File: config.mk
export PLATFORM = sky130hd
export DESIGN_NAME = serial_reg_file
export DESIGN_NICKNAME = d
export VERILOG_FILES = /design/src/rtl/serial_reg_file.sv
export SDC_FILE = /design/constraint.sdc
export NUM_CORES = 1
export LEC_CHECK = 0
export CAP_MARGIN = 20
export CELL_PAD_IN_SITES_DETAIL_PLACEMENT = 1
export CELL_PAD_IN_SITES_GLOBAL_PLACEMENT = 1
export CORE_MARGIN = 2
export CORE_UTILIZATION = 30
export CTS_CLUSTER_SIZE = 40
export DETAILED_ROUTE_END_ITERATION = 6
export GPL_ROUTABILITY_DRIVEN = 0
export PLACE_DENSITY = 0.64
export SLEW_MARGIN = 10
export SYNTH_ARGS = -nofsm -noshare
export SYNTH_HDL_FRONTEND = slang
export SYNTH_SLANG_ARGS = --single-unit
File: constraint.sdc
create_clock -name clk -period 20.9 [get_ports clk]
set_input_delay 5.225 -clock clk [delete_from_list [all_inputs] [get_ports clk]]
set_output_delay 5.225 -clock clk [all_outputs]
set_load 0.05 [all_outputs]
File: src/rtl/serial_reg_file.sv
// serial_reg_file: slice-serial register file with its own slice sequencer.
// Two prefetched read ports and one write port move SLICE_W bits per cycle.
module serial_reg_file #(
  parameter int XLEN     = 32,
  parameter int SLICE_W  = 8,
  parameter int NUM_REGS = 16,
  parameter int ZERO_REG = 1,
  localparam int NSLICE  = XLEN / SLICE_W,
  localparam int AW      = (NUM_REGS > 1) ? $clog2(NUM_REGS) : 1,
  localparam int SW      = $clog2(NSLICE)
) (
  input  logic               clk,
  input  logic               rst,
  input  logic               start,
  input  logic               stall,
  input  logic [AW-1:0]      rs1,
  input  logic [AW-1:0]      rs2,
  input  logic [AW-1:0]      rd,
  input  logic               rd_we,
  input  logic [SLICE_W-1:0] rd_dat,
  output logic [SLICE_W-1:0] rs1_dat,
  output logic [SLICE_W-1:0] rs2_dat,
  output logic [SW-1:0]      slice_idx,
  output logic               busy,
  output logic               done
);

  typedef enum logic {IDLE, RUN} state_e;

  state_e             state_q, state_d;
  logic [SW-1:0]      idx_q, idx_d;
  logic [AW-1:0]      rs1_addr_q, rs1_addr_d;
  logic [AW-1:0]      rs2_addr_q, rs2_addr_d;
  logic [AW-1:0]      rd_addr_q, rd_addr_d;
  logic               rd_we_q, rd_we_d;
  logic [SLICE_W-1:0] rs1_dat_q, rs1_dat_d;
  logic [SLICE_W-1:0] rs2_dat_q, rs2_dat_d;
  logic [XLEN-1:0]    regs_q [NUM_REGS];

  logic run_active, last, accept, wr_en;

  function automatic logic addr_ok(input logic [AW-1:0] a);
    return int'(a) < NUM_REGS;
  endfunction

  function automatic logic is_zero_reg(input logic [AW-1:0] a);
    return (ZERO_REG != 0) && (a == '0);
  endfunction

  function automatic logic [SLICE_W-1:0] read_slice(input logic [AW-1:0] a,
                                                    input logic [SW-1:0] k);
    if (!addr_ok(a) || is_zero_reg(a)) return '0;
    return regs_q[a][k*SLICE_W +: SLICE_W];
  endfunction

  assign run_active = (state_q == RUN) && !stall;
  assign last       = (idx_q == SW'(NSLICE - 1));
  assign accept     = start && !stall && ((state_q == IDLE) || ((state_q == RUN) && last));
  assign wr_en      = run_active && rd_we_q && addr_ok(rd_addr_q) && !is_zero_reg(rd_addr_q);

  // NOTE: every next-state signal is defaulted to its current value first, so no path through
  // this block leaves a variable unassigned and no latch is inferred.
  always_comb begin
    state_d    = state_q;
    idx_d      = idx_q;
    rs1_addr_d = rs1_addr_q;
    rs2_addr_d = rs2_addr_q;
    rd_addr_d  = rd_addr_q;
    rd_we_d    = rd_we_q;
    rs1_dat_d  = rs1_dat_q;
    rs2_dat_d  = rs2_dat_q;
    if (accept) begin
      // Slice 0 is fetched with the live input addresses; the latched copies serve later slices.
      state_d    = RUN;
      idx_d      = '0;
      rs1_addr_d = rs1;
      rs2_addr_d = rs2;
      rd_addr_d  = rd;
      rd_we_d    = rd_we;
      rs1_dat_d  = read_slice(rs1, '0);
      rs2_dat_d  = read_slice(rs2, '0);
    end else if (run_active) begin
      if (last) begin
        state_d = IDLE;
        idx_d   = '0;
      end else begin
        idx_d     = idx_q + 1'b1;
        rs1_dat_d = read_slice(rs1_addr_q, idx_q + 1'b1);
        rs2_dat_d = read_slice(rs2_addr_q, idx_q + 1'b1);
      end
    end
  end

  // NOTE: sequential state is updated with non-blocking assignments only, so every flop samples
  // the pre-edge values regardless of block ordering.
  always_ff @(posedge clk or posedge rst) begin
    if (rst) begin
      state_q    <= IDLE;
      idx_q      <= '0;
      rs1_addr_q <= '0;
      rs2_addr_q <= '0;
      rd_addr_q  <= '0;
      rd_we_q    <= 1'b0;
      rs1_dat_q  <= '0;
      rs2_dat_q  <= '0;
    end else begin
      state_q    <= state_d;
      idx_q      <= idx_d;
      rs1_addr_q <= rs1_addr_d;
      rs2_addr_q <= rs2_addr_d;
      rd_addr_q  <= rd_addr_d;
      rd_we_q    <= rd_we_d;
      rs1_dat_q  <= rs1_dat_d;
      rs2_dat_q  <= rs2_dat_d;
    end
  end

  // NOTE: the storage array is cleared in reset because the file must read as zero afterwards;
  // this keeps it in flops rather than letting it map onto a RAM macro.
  always_ff @(posedge clk or posedge rst) begin
    if (rst) begin
      for (int i = 0; i < NUM_REGS; i++) regs_q[i] <= '0;
    end else if (wr_en) begin
      regs_q[rd_addr_q][idx_q*SLICE_W +: SLICE_W] <= rd_dat;
    end
  end

  assign rs1_dat   = rs1_dat_q;
  assign rs2_dat   = rs2_dat_q;
  assign slice_idx = idx_q;
  assign busy      = (state_q == RUN);
  assign done      = run_active && last;

endmodule

==> results.tsv, run 1 <==
stage	metric	value	unit
timing	finClkSkew	0.0239	ns
route	routed_wl	104	mm
power_and_ir_drop	vdd.ir_drop.worst	0.0939	mV
floorplan	core	100000	um^2
grt	grt_overflow_total	0	
synthesis	synthDominantCellAreaShare	0.447	
synthesis	yosys_warnings	0	
timing	min_period_over_period	0.583	
timing	drv_slew	0	
cts	post_cts_resized	0	
power_and_ir_drop	p_leak	0.0132	uW
final_layout	drive_gt1_frac	0.215	
synthesis	async_flop_share	1.00	
synthesis	yosysMostFrequentCell	dfrtp_1	
critical_path	crit_top_cell	clkdlybuf4s50_1	
synthesis	syn_area	30400	um^2
route	antenna_left	0	
grt	grt_pass1_wl	159	mm
critical_path	critPathMaxFanout	7	
cts	htreeDepth	3	
floorplan	die_w	322	um
cts	path_clk_slew	0.05	ns
timing	clock.fmax	82.0	MHz
floorplan	start_util	0.303	
critical_path	crit_buf_inv	2	
grt	track_usage	0.204	
critical_path	cpLargestDelayFamily	buffers and inverters	
synthesis	netlist_instances	2636	
power_and_ir_drop	p_per_area	117	nW/um^2
cts	clk_latency	0.62	ns
critical_path	worst_ep_required_time	15.67	ns
final_layout	areaGrowthSynthToFinish	10.6	%
placed_design	dp_hpwl	69.3	mm
cts	postCtsSetupBuffers	0	
cts	cts_tree	done	
synthesis	synthTopCellsByCount	dfrtp_1 (544), nand2_1 (535), o21ai_0 (413)	
floorplan	fp-row-count	116	
grt	grt_max_degree	121	
timing	rsz0062_at_grt	no	
route	route.met2.wl	47.8	mm
floorplan	die_area	104000	um^2
timing	period_needed	12.19	ns
timing	tightest_slew	1.25	ns
final_layout	multi_input_area	15400	um^2
route	dr.pass1.iters	5	
route	drc	0	
floorplan	die_y	322	um
timing	max_slew_margin	0.158	
route	viasPerCell	5.69	
placed_design	io_buffer_count	44	
floorplan	pin_count	45	
timing	setup_ws	8.71	ns
timing	hold_viol_final	0	
cts	cts_sinks	544	
critical_path	cpPeakStageDelay	0.80	ns
power_and_ir_drop	p_total	3940	uW
cts	hold_buffers	0	
timing	setup_viol_count_final	0	
critical_path	crit_type	input pin to primary output	
critical_path	path_cells	clkdlybuf4s50_1 -> nor2b_1 -> and2_1 -> clkdlybuf4s50_1	
cts	clk_path_buf_depth	3	
route	drt-met1-wl	44.3	mm
critical_path	end_kind	primary output	
critical_path	start_kind	input pin	
final_layout	nFillCells	10900	
synthesis	ys_seq_area_frac	0.447	
flow_run	cap_viol_max_count	0	
synthesis	ys_types	55	
synthesis	ys_ff_latch	544	
grt	antenna_found_initial	4	
grt	grt_pass1_vias	24000	
critical_path	worst_path_max_delay_cell	clkdlybuf4s50_1	
synthesis	synth_ff_type	dfrtp_1	
placed_design	place_ws	8.71	ns
synthesis	synth_area_leaders	dfrtp_1 (45%), mux4_2 (22%), o21ai_0 (6.8%)	
synthesis	avgSynthCellArea	11.5	um^2
run_status	status	completed	
cts	cts-root-buf	clkbuf_16	
synthesis	synth-edff-count	0	
route	dr_wl_met3	9.19	mm
timing	setup_tns	0	ns
route	drt_iter0_drc	2165	
cts	cts_made_buffers	66	
route	wl_per_cell	26.5	um
critical_path	critical_path_arrival	6.97	ns
synthesis	yosys.area.top_type	dfrtp_1	
route	dr_total_vias	22400	
route	highest_layer	met4	
final_layout	fin_nets	2565	
final_layout	ff_latch_area	13600	um^2
min_path	min_path_type	flop to flop	
synthesis	synth_nets	2667	
==> layer usage <==
metal | up-vias | GRT usage
met3 | 158 | 0.0605
met2 | 785 | 0.316
met5 | - | 0
li1 | 9588 | -
met1 | 11900 | 0.273
met4 | 0 | 0.0665
==> final timing paths <==
path / start / to / slack [ns] / cells past startpoint
worst max-delay path: stall / done / 8.71 / 4
worst min-delay path: regs_q[501] / regs_q[501] / 0.39 / 0
worst max register to register: rs1_addr_q[0] / rs1_dat[5] / 16.77 / 7
worst min register to register: regs_q[501] / regs_q[501] / 0.39 / 0
max in group asynchronous: rst / rs1_addr_q[1] / 13.37 / 4
min in group asynchronous: rst / regs_q[174] / 5.22 / 2
==> report_power, final <==
part,internal (uW),switching (uW)
logic,509,932
clock network,671,478
registers,1150,193
==> state kept, by name, summed over array words and instances (netlist names) <==
register / flops
rd_we_q: 1
rd_addr_q: 4
regs_q: 512
rs1_addr_q: 4
busy: 1
rs2_addr_q: 4
slice_idx: 2
rs1_dat: 8
rs2_dat: 8
==> final cells by class <==
class / count / area share
flip-flops and latches: 544 / 0.405
clock inverters: 24 / 0.00733
diodes: 1 / 0.0000744
clock buffers: 95 / 0.0562
well taps: 1357 / 0.0505
inverters: 5 / 0.000781
repair buffers: 83 / 0.0224
multi-input cells: 1834 / 0.458
==> stage by stage <==
step / hold WS [ns] / area [um^2] / instances / util
finish: 0.393 / 33600 / 3943 / 0.336
global route: 0.402 / 33600 / 3942 / 0.335
CTS: 0.388 / 33600 / 3940 / 0.335
detailed placement: 0.375 / 31500 / 3821 / 0.314
global placement: 0.365 / 31500 / 3821 / 0.314
floorplan: 0.425 / 30400 / 2636 / -
==> cell families after synthesis <==
kind of cell               Yosys count  synth area share
muxes                              466             0.278
adders and majority gates            6           0.00247
AOI/OAI and AO/OA                  665             0.121
DFF                                544             0.447
and+or+nand+nor                    697             0.104
buffers and inverters              258            0.0468
==> cell usage in the layout, fill, tap and decap left out, types with 15 or more instances in the layout <==
cell type	count
mux2i_1	131
clkbuf_16	67
buf_4	37
nand2_1	535
nor2_1	34
o21ai_0	413
clkbuf_1	17
nand3_2	60
clkdlybuf4s50_1	40
dfrtp_1	538
mux2_2	35
o22ai_1	40
o21ai_1	101
mux4_2	300
a22oi_1	15
No activity file was read; power rests on OpenSTA's default activity.
==> run 2: changes to the inputs <==
--- a/config.mk
+++ b/config.mk
@@ -13,7 +13,7 @@
 export CTS_CLUSTER_SIZE = 40
 export DETAILED_ROUTE_END_ITERATION = 6
 export GPL_ROUTABILITY_DRIVEN = 0
-export PLACE_DENSITY = 0.64
+export PLACE_DENSITY = 0.62
 export SLEW_MARGIN = 10
 export SYNTH_ARGS = -nofsm -noshare
 export SYNTH_HDL_FRONTEND = slang
==> constraint.sdc (replaced) <==
create_clock -name clk -period 11.8 [get_ports clk]
set_input_delay 2.95 -clock clk [delete_from_list [all_inputs] [get_ports clk]]
set_output_delay 2.95 -clock clk [all_outputs]
set_load 0.05 [all_outputs]
==> results.tsv, run 2 (synthesis gave the netlist of run 1 again) <==
stage	metric	value	unit
run_status	status	completed	
final_layout	fin_area	33700	um^2
cts	hold_buffers	0	
power_and_ir_drop	p_leak	0.0132	uW
critical_path	critPathMaxFanout	7	
floorplan	die_y	322	um
timing	setup_ws	4.17	ns
route	drc	0	
timing	finClkSkew	0.0211	ns
final_layout	areaGrowthSynthToFinish	10.7	%
critical_path	start_kind	input pin	
grt	grt_max_degree	178	
timing	hold_viol_final	0	
critical_path	worst_path_max_delay_cell	clkdlybuf4s50_1	
floorplan	fp-row-count	116	
route	viasPerCell	5.67	
cts	cts_sinks	544	
cts	htreeDepth	3	
timing	setup_tns	0	ns
cts	cts_tree	done	
final_layout	final_common_cell	dfrtp_1	
route	antenna_left	0	
floorplan	core	100000	um^2
critical_path	path_cells	clkdlybuf4s50_1 -> nor2b_1 -> and2_1 -> clkdlybuf4s50_1	
grt	grt_pass1_wl	158	mm
flow_run	cap_viol_max_count	0	
critical_path	cpPeakStageDelay	0.79	ns
grt	track_usage	0.202	
placed_design	place_area	31500	um^2
placed_design	dp_hpwl	69.0	mm
route	drt_iter0_drc	1959	
power_and_ir_drop	vdd.ir_drop.worst	0.127	mV
final_layout	drive_gt1_frac	0.215	
cts	cts_made_buffers	66	
cts	clk_path_buf_depth	3	
critical_path	critical_path_arrival	4.68	ns
floorplan	start_util	0.303	
final_layout	num_antenna_cells	0	
critical_path	crit_type	input pin to primary output	
placed_design	io_buffer_count	44	
floorplan	die_w	322	um
grt	grt_overflow_total	0	
final_layout	final_cell_mix	dfrtp_1 (538), nand2_1 (535), o21ai_0 (413)	
final_layout	fin_nets	2558	
floorplan	die_area	104000	um^2
timing	hold_ws	0.377	ns
critical_path	worst_ep_required_time	8.85	ns
power_and_ir_drop	p_per_area	208	nW/um^2
timing	period_needed	7.63	ns
critical_path	crit_buf_inv	2	
critical_path	end_kind	primary output	
grt	antenna_found_initial	3	
timing	clock.fmax	131	MHz
cts	cts-root-buf	clkbuf_16	
timing	drv_slew	0	
final_layout	largest_reg_flops	512	
route	dr_total_vias	22300	
timing	tightest_slew	1.06	ns
floorplan	pin_count	45	
cts	postCtsSetupBuffers	0	
route	wl_per_cell	26.5	um
cts	post_cts_resized	0	
cts	clk_latency	0.61	ns
route	dr.pass1.iters	5	
timing	min_period_over_period	0.646	
grt	grt_pass1_vias	23900	
timing	max_slew_margin	0.293	
final_layout	largest_register	regs_q	
critical_path	cpLargestDelayFamily	buffers and inverters	
critical_path	crit_top_cell	clkdlybuf4s50_1	
min_path	min_path_type	flop to flop	
placed_design	place_ws	4.14	ns
timing	rsz0062_at_grt	no	
timing	setup_viol_count_final	0	
cts	path_clk_slew	0.06	ns
route	routed_wl	104	mm
power_and_ir_drop	p_total	7010	uW
## run 2: cell count changes in the layout (fill, tap and decap cells not counted), sizes merged
cell	delta
buf	-7
clkbuf	+7
inv	-4
clkinvlp	-2
bufinv	-1
diode	-1
## run 2: worst register-to-register path, cell delays in order (launching register included)
cell,delay (ns)
dfrtp_4,0.75
buf_4,0.51
buf_4,0.66
mux4_2,0.67
mux2_2,0.28
o22ai_1,0.50
a221oi_1,0.32
a2111o_1,0.35
## run 2: final cells by class
cell class	count	area, um^2
Clock buffer	102	2060
Clock inverter	17	145
Fill cell	10900	66600
Inverter	5	22.5
Multi-Input combinational cell	1834	15400
Sequential cell	544	13600
Tap cell	1357	1700
Timing Repair Buffer	76	698
## run 2: per-layer routing
metal	track usage	wire [um]
met5	0	10
met4	0.0622	2670
met3	0.0387	7310
met2	0.322	48500
met1	0.280	45700
## run 2: final timing paths
path                                    start       endpoint  slack [ns]  depth (start not counted)
worst max register to register  rs2_addr_q[1]     rs2_dat[1]        7.64                          7
worst min register to register    regs_q[491]    regs_q[491]        0.38                          0
worst min-delay path              regs_q[491]    regs_q[491]        0.38                          0
min in group asynchronous                 rst    regs_q[133]        2.96                          3
worst max-delay path                    stall           done        4.17                          4
max in group asynchronous                 rst  rs2_addr_q[1]        7.24                          4
## run 2: report_power, final
group | switching (uW) | internal (uW)
clock network | 838 | 1250
logic | 1600 | 899
registers | 385 | 2040
total | 2820 | 4190
## run 2: through the flow
| step | utilization | std cells |
|---|---|---|
| detailed placement | 0.314 | 3816 |
| global route | 0.336 | 3935 |
| finish | 0.336 | 3935 |
| global placement | 0.314 | 3816 |
| CTS | 0.336 | 3935 |
| floorplan | - | 2636 |
